$ cat src/rtl/br_ram_flops_counter_table_if.sv
// rtl/br_ram_flops_counter_table_if.sv - increment/clear/read bundle for the counter table
// Optional overflow status signals exist only with BR_RAM_FLOPS_COUNTER_TABLE_OVERFLOW_STATUS_EN.
interface br_ram_flops_counter_table_if #(
    parameter int Width        = 8,
    parameter int NumIncPorts  = 2,
    parameter int IncWidth     = 4,
    parameter int AddressWidth = 4
) ();
    logic [NumIncPorts-1:0]                   inc_valid;
    logic [NumIncPorts-1:0][AddressWidth-1:0] inc_addr;
    logic [NumIncPorts-1:0][IncWidth-1:0]     inc_amount;
    logic                                     clr_valid;
    logic [AddressWidth-1:0]                  clr_addr;
    logic                                     rd_addr_valid;
    logic [AddressWidth-1:0]                  rd_addr;
    logic                                     rd_data_valid;
    logic [Width-1:0]                         rd_data;
`ifdef BR_RAM_FLOPS_COUNTER_TABLE_OVERFLOW_STATUS_EN
    logic                                     overflow;
    logic [AddressWidth-1:0]                  overflow_addr;
`endif

    modport master (
        output inc_valid, inc_addr, inc_amount, clr_valid, clr_addr, rd_addr_valid, rd_addr,
`ifdef BR_RAM_FLOPS_COUNTER_TABLE_OVERFLOW_STATUS_EN
        input  overflow, overflow_addr,
`endif
        input  rd_data_valid, rd_data
    );

    modport slave (
        input  inc_valid, inc_addr, inc_amount, clr_valid, clr_addr, rd_addr_valid, rd_addr,
`ifdef BR_RAM_FLOPS_COUNTER_TABLE_OVERFLOW_STATUS_EN
        output overflow, overflow_addr,
`endif
        output rd_data_valid, rd_data
    );
endinterface

$ cat src/rtl/br_ram_flops_counter_table.sv
// rtl/br_ram_flops_counter_table.sv - flop table of counters with merged multi-port increments
// Optional sticky overflow status is enabled by BR_RAM_FLOPS_COUNTER_TABLE_OVERFLOW_STATUS_EN.
module br_ram_flops_counter_table #(
    parameter int Depth       = 16,
    parameter int Width       = 8,
    parameter int NumIncPorts = 2,
    parameter int IncWidth    = 4,
    parameter int Saturate    = 0,
    parameter int RdLatency   = 1
) (
    input  logic                               clk,
    input  logic                               rst_n,
    br_ram_flops_counter_table_if.slave        tbl
);
    localparam int AddressWidth = (Depth > 1) ? $clog2(Depth) : 1;
    localparam int SumWidth     = Width + $clog2(NumIncPorts) + 1;
    localparam logic [AddressWidth:0] DepthW  = (AddressWidth + 1)'(Depth);
    localparam logic [SumWidth-1:0]   MaxSum  = {{(SumWidth - Width){1'b0}}, {Width{1'b1}}};

    function automatic logic addr_ok(input logic [AddressWidth-1:0] a);
        return {1'b0, a} < DepthW;
    endfunction

    logic [NumIncPorts-1:0]                   inc_v_q, inc_v_d;
    logic [NumIncPorts-1:0][AddressWidth-1:0] inc_addr_q, inc_addr_d;
    logic [NumIncPorts-1:0][IncWidth-1:0]     inc_amt_q, inc_amt_d;
    logic                                     clr_v_q, clr_v_d;
    logic [AddressWidth-1:0]                  clr_addr_q, clr_addr_d;
    logic [Width-1:0]                         cnt_q [Depth];
    logic [Width-1:0]                         cnt_d [Depth];
    logic [SumWidth-1:0]                      sum   [Depth];
    logic [Depth-1:0]                         hit, ovf_vec;
    logic [RdLatency-1:0]                     rd_v_q, rd_v_d;
    logic [Width-1:0]                         rd_dat_q [RdLatency];
    logic [Width-1:0]                         rd_dat_d [RdLatency];

    always_comb begin
        for (int p = 0; p < NumIncPorts; p++) begin
            inc_v_d[p] = tbl.inc_valid[p] && addr_ok(tbl.inc_addr[p]);
        end
        inc_addr_d = tbl.inc_addr;
        inc_amt_d  = tbl.inc_amount;
        clr_v_d    = tbl.clr_valid && addr_ok(tbl.clr_addr);
        clr_addr_d = tbl.clr_addr;
    end

    // Stage B: the array plus the merged stage-A requests; also the forwarded view for reads.
    always_comb begin
        for (int e = 0; e < Depth; e++) begin
            hit[e] = clr_v_q && (clr_addr_q == AddressWidth'(e));
            sum[e] = hit[e] ? '0 : SumWidth'(cnt_q[e]);
            for (int p = 0; p < NumIncPorts; p++) begin
                if (inc_v_q[p] && (inc_addr_q[p] == AddressWidth'(e))) begin
                    hit[e] = 1'b1;
                    sum[e] = sum[e] + SumWidth'(inc_amt_q[p]);
                end
            end
            ovf_vec[e] = hit[e] && (sum[e] > MaxSum);
            if (!hit[e]) begin
                cnt_d[e] = cnt_q[e];
            end else if ((Saturate != 0) && ovf_vec[e]) begin
                cnt_d[e] = {Width{1'b1}};
            end else begin
                cnt_d[e] = sum[e][Width-1:0];
            end
        end
    end

    // Reads sample the forwarded value, so they see everything accepted before this cycle.
    always_comb begin
        rd_v_d[0]   = tbl.rd_addr_valid && addr_ok(tbl.rd_addr);
        rd_dat_d[0] = rd_v_d[0] ? cnt_d[tbl.rd_addr] : rd_dat_q[0];
        for (int i = 1; i < RdLatency; i++) begin
            rd_v_d[i]   = rd_v_q[i-1];
            rd_dat_d[i] = rd_v_q[i-1] ? rd_dat_q[i-1] : rd_dat_q[i];
        end
    end

    always_ff @(posedge clk or negedge rst_n) begin
        if (!rst_n) begin
            inc_v_q    <= '0;
            inc_addr_q <= '0;
            inc_amt_q  <= '0;
            clr_v_q    <= 1'b0;
            clr_addr_q <= '0;
            rd_v_q     <= '0;
            for (int e = 0; e < Depth; e++) cnt_q[e] <= '0;
            for (int i = 0; i < RdLatency; i++) rd_dat_q[i] <= '0;
        end else begin
            inc_v_q    <= inc_v_d;
            inc_addr_q <= inc_addr_d;
            inc_amt_q  <= inc_amt_d;
            clr_v_q    <= clr_v_d;
            clr_addr_q <= clr_addr_d;
            rd_v_q     <= rd_v_d;
            cnt_q      <= cnt_d;
            rd_dat_q   <= rd_dat_d;
        end
    end

    assign tbl.rd_data_valid = rd_v_q[RdLatency-1];
    assign tbl.rd_data       = rd_dat_q[RdLatency-1];

`ifdef BR_RAM_FLOPS_COUNTER_TABLE_OVERFLOW_STATUS_EN
    logic                    ovf_q, ovf_d;
    logic [AddressWidth-1:0] ovf_addr_q, ovf_addr_d;

    // Descending scan so the lowest overflowing index wins.
    always_comb begin
        ovf_d      = ovf_q;
        ovf_addr_d = ovf_addr_q;
        if (!ovf_q) begin
            for (int e = Depth - 1; e >= 0; e--) begin
                if (ovf_vec[e]) begin
                    ovf_d      = 1'b1;
                    ovf_addr_d = AddressWidth'(e);
                end
            end
        end
    end

    always_ff @(posedge clk or negedge rst_n) begin
        if (!rst_n) begin
            ovf_q      <= 1'b0;
            ovf_addr_q <= '0;
        end else begin
            ovf_q      <= ovf_d;
            ovf_addr_q <= ovf_addr_d;
        end
    end

    assign tbl.overflow      = ovf_q;
    assign tbl.overflow_addr = ovf_addr_q;
`endif

    for (genvar p = 0; p < NumIncPorts; p++) begin : g_inc_chk
        a_inc_addr: assert property (@(posedge clk) disable iff (!rst_n)
            tbl.inc_valid[p] |-> addr_ok(tbl.inc_addr[p]));
    end
    a_clr_addr: assert property (@(posedge clk) disable iff (!rst_n)
        tbl.clr_valid |-> addr_ok(tbl.clr_addr));
    a_rd_addr: assert property (@(posedge clk) disable iff (!rst_n)
        tbl.rd_addr_valid |-> addr_ok(tbl.rd_addr));
endmodule

$ cat src/flat_wrapper.sv
// flat-port wrapper written by rule: the top's interface ports become plain ports
module br_ram_flops_counter_table_flat 
#(
    parameter int Depth       = 16,
    parameter int Width       = 8,
    parameter int NumIncPorts = 2,
    parameter int IncWidth    = 4,
    parameter int Saturate    = 0,
    parameter int RdLatency   = 1
)
  (clk, rst_n, tbl_inc_valid, tbl_inc_addr, tbl_inc_amount, tbl_clr_valid, tbl_clr_addr, tbl_rd_addr_valid, tbl_rd_addr, tbl_rd_data_valid, tbl_rd_data);
  br_ram_flops_counter_table_if #(.Width(Width), .NumIncPorts(NumIncPorts), .IncWidth(IncWidth), .AddressWidth(4)) tbl_i ();
  input  logic clk;
  input  logic rst_n;
  input wire logic [$bits(tbl_i.inc_valid)-1:0] tbl_inc_valid;
  input wire logic [$bits(tbl_i.inc_addr)-1:0] tbl_inc_addr;
  input wire logic [$bits(tbl_i.inc_amount)-1:0] tbl_inc_amount;
  input wire logic [$bits(tbl_i.clr_valid)-1:0] tbl_clr_valid;
  input wire logic [$bits(tbl_i.clr_addr)-1:0] tbl_clr_addr;
  input wire logic [$bits(tbl_i.rd_addr_valid)-1:0] tbl_rd_addr_valid;
  input wire logic [$bits(tbl_i.rd_addr)-1:0] tbl_rd_addr;
  output wire logic [$bits(tbl_i.rd_data_valid)-1:0] tbl_rd_data_valid;
  output wire logic [$bits(tbl_i.rd_data)-1:0] tbl_rd_data;
  assign tbl_i.inc_valid = tbl_inc_valid;
  assign tbl_i.inc_addr = tbl_inc_addr;
  assign tbl_i.inc_amount = tbl_inc_amount;
  assign tbl_i.clr_valid = tbl_clr_valid;
  assign tbl_i.clr_addr = tbl_clr_addr;
  assign tbl_i.rd_addr_valid = tbl_rd_addr_valid;
  assign tbl_i.rd_addr = tbl_rd_addr;
  assign tbl_rd_data_valid = tbl_i.rd_data_valid;
  assign tbl_rd_data = tbl_i.rd_data;
  br_ram_flops_counter_table #(.Depth(Depth), .Width(Width), .NumIncPorts(NumIncPorts), .IncWidth(IncWidth), .Saturate(Saturate), .RdLatency(RdLatency)) u_core (.clk(clk), .rst_n(rst_n), .tbl(tbl_i));
endmodule
$ cat config.mk
export PLATFORM = sky130hd
export DESIGN_NAME = br_ram_flops_counter_table_flat
export DESIGN_NICKNAME = d
export VERILOG_FILES = /design/src/rtl/br_ram_flops_counter_table_if.sv /design/src/rtl/br_ram_flops_counter_table.sv /design/src/flat_wrapper.sv
export SDC_FILE = /design/constraint.sdc
export NUM_CORES = 1
export LEC_CHECK = 0
export ABC_AREA = 0
export CORE_MARGIN = 8
export CORE_UTILIZATION = 28
export CTS_CLUSTER_DIAMETER = 200
export CTS_CLUSTER_SIZE = 40
export DETAILED_ROUTE_END_ITERATION = 8
export DONT_BUFFER_PORTS = 1
export GPL_TIMING_DRIVEN = 0
export SETUP_SLACK_MARGIN = 0.3
export SYNTH_ARGS = -nofsm -noshare
export SYNTH_HDL_FRONTEND = slang
export SYNTH_SLANG_ARGS = --single-unit
export TNS_END_PERCENT = 20
$ cat constraint.sdc
create_clock -name clk -period 5.3 [get_ports clk]
set_input_delay 0.53 -clock clk [delete_from_list [all_inputs] [get_ports clk]]
set_output_delay 0.53 -clock clk [all_outputs]
set_load 0.01 [all_outputs]
## Yosys cells after proc, flatten, opt, wreduce, memory -nomap -nowiden

Cells that the tools add are included.

| cells by class | value |
|---|---|
| bitwise logic cells | 1 |
| magnitude comparators | 1 |
| equality and inequality tests | 45 |
| $add $sub $neg | 32 |
| reductions and logical operators | 51 |
| muxes and demuxes | 99 |

Operator list:

| operator | count |
|---|---|
| two-way mux 8 bit | 66 |
| adder 8 x 4 -> 8 bit | 32 |
| equality test 4 bit (second input constant) | 24 |
| equality test 4 x 3 -> 1 bit (second input constant) | 12 |
| logical AND 1 bit | 48 |
| binary-select mux 8 bit (select 4 bit) | 1 |
| two-way mux 1 bit | 32 |
| equality test 4 x 2 -> 1 bit (second input constant) | 6 |
| equality test 4 x 1 -> 1 bit (second input constant) | 3 |
| logical NOT 4 bit | 3 |
| greater-or-equal comparator 5 bit (second input constant) | 1 |
| NOT 4 -> 5 bit | 1 |

| word-level totals | value |
|---|---|
| flip-flop bits (word level) | 160 |
| bits of input ports | 30 |
| output and inout port bits | 9 |
| word-level logic and storage cells | 254 |

## Logic depth before layout (Yosys ltp)

Gate-level depths: netlist of the first run.

| depth | value |
|---|---|
| depth in word-level cells | 11 |
| gate-level depth with buffers | 24 |
| mapped depth without buffers | 21 |

## Worst setup path after synthesis of the first run

Ideal clock, no wire load.

| timing path | value |
|---|---|
| kind | reg2reg |
| start point | register u_core.inc_amt_q[1] in the netlist's numbering |
| end point | register u_core.rd_dat_q, in the netlist u_core.tbl.rd_data[4] |
| arrival time | 4.271 ns |
| path buffers | 0 |
| slack | 0.911 ns |
| library setup time | 0.118 ns |
| clock period less this slack | 4.389 ns |
| stages on the path, launching flop included | 17 |
| required time | 5.182 ns |
| cells stage by stage | dfrtp_1 > inv_1 > fa_1 > xnor2_1 > nand2_1 > xnor2_1 > ha_1 > a21o_1 > a21oi_1 > nor2_1 > mux2i_1 > o22ai_1 > a221o_1 > mux4_2 > nand2_1 > o2111ai_1 > a21o_1 |

RTL lines:

| what | line | RTL |
|---|---|---|
| from (decl) | br_ram_flops_counter_table.sv:26 | `logic [NumIncPorts-1:0][IncWidth-1:0] inc_amt_q, inc_amt_d;` |
| from (signal assigned) | br_ram_flops_counter_table.sv:92 | `inc_amt_q <= inc_amt_d;` |
| to (signal assigned) | br_ram_flops_counter_table.sv:97 | `rd_dat_q <= rd_dat_d;` |
| to (decl) | br_ram_flops_counter_table.sv:34 | `logic [Width-1:0] rd_dat_q [RdLatency];` |

==> metrics.txt, run 1 <==
Tmin final 4.91 ns; Tightest Pin Transition 1.55 ns; worst setup margin 0.393 ns; Max IR drop VDD 0.000247 V; share of cells above drive strength 1 12.9%; Yosys warnings 0; Core Util, Final 31.9%; Largest stage delay, worst path 0.58 ns; antenna violations before repair 4; largest net degree at the start of global routing 161; filler cell count 6114; Area growth, synth to finish 13.5%; Placement Rows 89; ys flop type dfrtp_1; CP Launch Type register; Post-Route WL 64600 um; CTS Buffer Depth 2; number of global-route vias before repair 15200; # clock sinks 160; worst hold path class input pin to async pin; clk_lat worst skew 0.49 ns; Global Route Usage Sum 18.7%; port bufs 0; final instance area 0.0187 mm2; Fmax 0.204 GHz; power density cells 418 mW/mm2; Overflow after GRT 0; WP data required 5.67 ns; total of max-cap violations 1; ANT nets after route 0; fin. max-slew vios 17; CTS tree yes; synthesized cell area 0.0165 mm2; most frequent cells in the layout nand2_1, nor2_1, dfrtp_1; most common cell after layout, fill and taps aside nand2_1; Cell Area, Placed 0.0175 mm2; synth top area cells dfrtp_1, ha_1, xnor2_1, nand2_1, mux2_2; Crit Path Category register to register; syn nets 2114; Placer Congestion 0.993; fin crit share 92.6%; arrival time worst endpoint 5.28 ns; Total Power 7.80 mW; Seq/Total Area, Yosys 24.3%; Root Buffer clkbuf_16; Max Clock Skew 0.0205 ns; Leakage 7.66 nW; die area 0.0668 mm2; Synth cell types 90; detailed placement HPWL 46700 um; failing checks capacitance limit, slew limit; core area 0.0586 mm2; CTS H-tree lvls 4; Avg Vias per Cell 5.79; CP endpoint kind register; status complete, but fails checks; slew margin rel. -3.51%; Ports 39; asr flop ratio synth 100%; Critical Path Slowest Stage Cell mux4_2; Avg Cell Area, Syn 8.49 um2; CTS buffer count 17; area leader, netlist dfrtp_1; dpl ws -0.621 ns; # setup viols final 0; EDFF count, synth 0; via count 16000; Die Ht 258 um; drt drc 0; worst-path cell chain buf_6, and2b_2, clkbuf_4, nand2_1, clkbuf_4, and2_1, ha_1, inv_1, fa_1, xnor2_1, nand2_1, xnor2_2, ha_1, xnor2_1, a21oi_1, mux4_2, mux4_2, mux2_2; synthesized instance count 1940; first-pass GRT wire length 94800 um; routed len/inst 23.4 um; RSZ-0062 raised after global routing true; hold_ws 0.0593 ns; Clock transition at path regs 0.08 ns; 1st-pass router iterations 5; detailed router's first-iteration violation count 1780; final hold vios 0; Nets 2151; top cell type's share of synthesized area 24.3%; Critical Path Fanout Max 10; Die Span X 258 um; Initial Util 28.1%; Reg2Reg Setup Slack 0.39 ns; Yosys reg bits 160
==> stage by stage <==
step                      setup TNS (ns)  std cells
after global placement            -17.02       2713
after global routing                   0       2764
after detailed placement           -2.20       2715
after CTS                              0       2750
after floorplan                        0       1940
final                                  0       2767
==> power by group <==
group / internal [mW] / switching (mW)
Combinational: 1.93 / 2.62
Sequential: 1.58 / 0.307
Clock: 0.760 / 0.612
Total: 4.26 / 3.54
==> critical path: cells and delay by family, from the launching register on <==
family / cells / cell delay [ns]
AOI/OAI and AO/OA: 1 / 0.13
xor gates and xnor gates: 3 / 0.49
adders and majority gates: 3 / 0.97
buffers and inverters: 4 / 0.66
DFF: 1 / 0.38
muxes: 3 / 1.45
and+or+nand+nor: 4 / 0.70
==> flip-flops by register name (all words and copies together) (netlist names) <==
register and count:
u_core.inc_amt_q 8, u_core.cnt_q 128, u_core.tbl.rd_data_valid 1, u_core.clr_addr_q 4, u_core.tbl.rd_data 8, u_core.clr_v_q 1
u_core.inc_v_q 2, u_core.inc_addr_q 8
==> worst paths after layout <==
check                                           start               endpoint  cells after the start
worst max-delay path             u_core.clr_addr_q[2]  u_core.tbl.rd_data[2]                     18
worst min-delay path                            rst_n   u_core.clr_addr_q[2]                      1
worst max register to register   u_core.clr_addr_q[2]  u_core.tbl.rd_data[2]                     18
worst min register to register  u_core.tbl.rd_data[0]  u_core.tbl.rd_data[0]                      2
max in group asynchronous                       rst_n   u_core.clr_addr_q[0]                      1
min in group clk                    tbl_inc_amount[2]    u_core.inc_amt_q[2]                      0
==> cell usage after synthesis (59+ instances only) <==
library cell	count
inv_1	83
dfrtp_1	160
nor2_1	176
mux2_2	62
xor2_1	59
xnor2_1	114
ha_1	112
a21oi_1	105
o21ai_0	82
nand3_1	60
and2_1	59
nand2_1	188
==> final cells by class <==
cell class              count  area, um2  area share (%)
plain buffers              74        389            2.08
clock buffers              21        450            2.41
repair buffers             18        210            1.12
diodes                      4       10.0          0.0536
multi-input cells        1621      12200            65.1
flip-flops and latches    160       4020            21.5
well taps                 773        967            5.18
clock inverters            11        158           0.844
inverters                  85        319            1.71
==> metal layers <==
layer	GRT usage [%]	wire, um	part of all wire, %
met1	23.9	26400	41
met2	28.8	28300	44
met3	4.90	6130	9.5
met4	9.86	3740	5.8
met5	0	0	0
==> cell families after synthesis <==
kind of cell / Yosys count / synth area share [%]
AND/OR/NAND/NOR: 704 / 21.4
AO/OA/AOI/OAI: 471 / 19.4
XOR/XNOR: 173 / 9.20
flip-flops: 160 / 24.3
buffers and inverters: 159 / 3.88
adder cells (fa/ha/maj): 156 / 13.1
multiplexers: 117 / 8.65
==> what timing repair did <==
action	in CTS	in global routing
resized for setup	42	85
setup endpoints to repair	13	6
hold endpoints to repair	160	0
gates cloned	0	0
hold buffers	1	0
buffers inserted	2	13
pin swaps	1	15
Power figures use the tool's default switching activity.
==> run 2, diff against run 1 <==
Settings changed: PLACE_DENSITY_LB_ADDON from default to 0.25.
==> run 2 against run 1 <==
Against the previous run:
- the flow still finishes with violations (capacitance limit, slew limit)
- global-route usage increased by 1.1 points
- fmax fell by 2.1%
- clock skew decreased by 0.0036 ns
- sequential share of layout area is essentially flat
- clock power shrank 6%
- critical path type unchanged
- critical path depth shrank 2
==> metrics.txt, run 2 (synthesis results as in run 1) <==
status complete, but fails checks (unchanged); Core Util, Final 31.9% (about the same); Tmin final 5.01 ns (was 4.91 ns); Ports 39 (unchanged); most common cell after layout, fill and taps aside nand2_1 (unchanged); RSZ-0062 raised after global routing true (unchanged); CTS buffer count 17 (unchanged); Largest stage delay, worst path 0.64 ns (was 0.58 ns); antenna violations before repair 1 (was 4); largest net degree at the start of global routing 161 (unchanged); Total Power 7.69 mW (was 7.80 mW); share of cells above drive strength 1 12.9% (about the same); slew margin rel. -0.948% (was -3.51%); Cell Area, Placed 0.0175 mm2 (about the same); Crit Path Category register to register (unchanged); total of max-cap violations 1 (unchanged); reg2reg end u_core.tbl.rd_data[4] (was u_core.tbl.rd_data[2]); Layout Cells excl Fill 2766 (was 2767); Leakage 7.65 nW (was 7.66 nW); CTS Buffer Depth 2 (unchanged); # clock sinks 160 (unchanged); worst hold path class input pin to async pin (unchanged); power density cells 412 mW/mm2 (was 418 mW/mm2); Die Ht 258 um (unchanged); routed len/inst 24.2 um (was 23.4 um); number of global-route vias before repair 15200 (about the same); detailed placement HPWL 49600 um (was 46700 um); reg2reg start u_core.inc_addr_q[1] (was u_core.clr_addr_q[2]); Initial Util 28.1% (unchanged); final instance area 0.0187 mm2 (about the same); fin crit share 94.6% (was 92.6%); Critical Path Slowest Stage Cell clkbuf_1 (was mux4_2); CP Launch Type register (unchanged); cell family with most CP delay compound AO/OA/AOI/OAI gates (was multiplexers); drt drc 0 (unchanged); ANT nets after route 0 (unchanged); detailed router's first-iteration violation count 1613 (was 1780); Area growth, synth to finish 13.4% (was 13.5%); port bufs 0 (unchanged); die area 0.0668 mm2 (unchanged); Placement Rows 89 (unchanged); Max IR drop VDD 0.000283 V (was 0.000247 V); Max Clock Skew 0.0169 ns (was 0.0205 ns); worst-path cell chain and3_1, clkbuf_1, nand2_1, mux2_2, ha_1, fa_1, a21o_1, a21oi_1, nor3_4, mux2_2, o22ai_1, a221o_1, or2_2, o211ai_1, o2111ai_1, a21o_1 (was buf_6, and2b_2, clkbuf_4, nand2_1, clkbuf_4, and2_1, ha_1, inv_1, fa_1, xnor2_1, nand2_1, xnor2_2, ha_1, xnor2_1, a21oi_1, mux4_2, mux4_2, mux2_2); fin. max-slew vios 17 (unchanged); CP endpoint kind register (unchanged); Avg Vias per Cell 5.67 (was 5.79); Nets 2153 (was 2151); Critical Path Fanout Max 9 (was 10); placed insts 2717 (was 2715); Largest Register u_core.cnt_q (unchanged); first-pass GRT wire length 98600 um (was 94800 um); Global Route Usage Sum 19.8% (was 18.7%); final hold vios 0 (unchanged); via count 15700 (was 16000); Post-Route WL 66900 um (was 64600 um); # setup viols final 0 (unchanged); reg2reg path depth 16 (was 18); clk_lat worst skew 0.51 ns (was 0.49 ns); Tightest Pin Transition 1.51 ns (was 1.55 ns); failing checks capacitance limit, slew limit (unchanged); max reg flops 128 (unchanged); filler cell count 6167 (was 6114); Fmax 0.200 GHz (was 0.204 GHz); Setup TNS Final 0 ns (unchanged); Clock transition at path regs 0.08 ns (about the same); 1st-pass router iterations 6 (was 5); Placer Congestion 0.956 (was 0.993); Root Buffer clkbuf_16 (unchanged); Reg2Reg Setup Slack 0.29 ns (was 0.39 ns); crit path buf inv count 1 (was 4); Overflow after GRT 0 (unchanged); WP data required 5.70 ns (was 5.67 ns); most frequent cells in the layout nand2_1, nor2_1, dfrtp_1 (unchanged); Die Span X 258 um (unchanged); CTS tree yes (unchanged); CTS H-tree lvls 4 (unchanged); arrival time worst endpoint 5.42 ns (was 5.28 ns); core area 0.0586 mm2 (unchanged)
-- run 2: cell count changes in the layout (fill, tap and decap cells not counted), sizes merged --
| cell | delta |
|---|---|
| clkbuf | -5 |
| clkinvlp | +2 |
| diode | -3 |
| buf | +3 |
| bufinv | -2 |
| inv | +2 |
| clkdlybuf4s15 | +1 |
| clkinv | +1 |
-- run 2: what timing repair did --
action / CTS / global route
setup endpoints to repair: 11 / 6
cloned: 0 / 1
resized for setup: 53 / 64
hold buffers: 1 / 0
pin swaps: 3 / 10
setup buffers: 7 / 7
hold endpoints to repair: 160 / 0
-- run 2: worst max-delay path by stage --
stage / start / cells past startpoint / slack [ns] / end
after floorplan: u_core.inc_amt_q[1] / 16 / 0.91 / u_core.tbl.rd_data[4]
after global placement: u_core.inc_amt_q[1] / 15 / -1.49 / u_core.tbl.rd_data[7]
after detailed placement: u_core.clr_addr_q[3] / 20 / -0.67 / u_core.tbl.rd_data[4]
after CTS: u_core.clr_addr_q[2] / 20 / 0.28 / u_core.tbl.rd_data[7]
after global routing: u_core.inc_addr_q[1] / 16 / 0.19 / u_core.tbl.rd_data[4]
final: u_core.inc_addr_q[1] / 16 / 0.29 / u_core.tbl.rd_data[4]
-- run 2: cell type report --
cell class / instances / area [um2] / share of cell area [%]
Sequential cell: 160 / 4010 / 21.5
Timing Repair Buffer: 20 / 245 / 1.31
Buffer: 74 / 410 / 2.20
Multi-Input combinational cell: 1621 / 12100 / 65.1
Inverter: 85 / 319 / 1.71
Tap cell: 773 / 967 / 5.18
Antenna cell: 1 / 2.50 / 0.0134
Clock buffer: 18 / 429 / 2.30
Clock inverter: 14 / 135 / 0.724
-- run 2: report_power, final --
part	switching, mW	internal (mW)
clock network	0.636	0.651
logic	2.62	1.90
registers	0.303	1.58
-- run 2: stage by stage --
step           hold slack [ns]  worst slack [ns]
2_1_floorplan            0.234             0.911
3_3_place_gp             0.247             -1.49
3_5_place_dp             0.246            -0.666
4_1_cts                0.00770             0.284
5_1_grt                 0.0193             0.186
6_report                0.0372             0.289
-- run 2: per-layer routing --
layer	global-route usage, %	vias to the layer above	wire, um
li1	-	7148	-
met1	26.1	7761	29500
met2	30.0	631	28800
met3	4.83	144	5420
met4	9.40	0	3210
met5	0	-	0
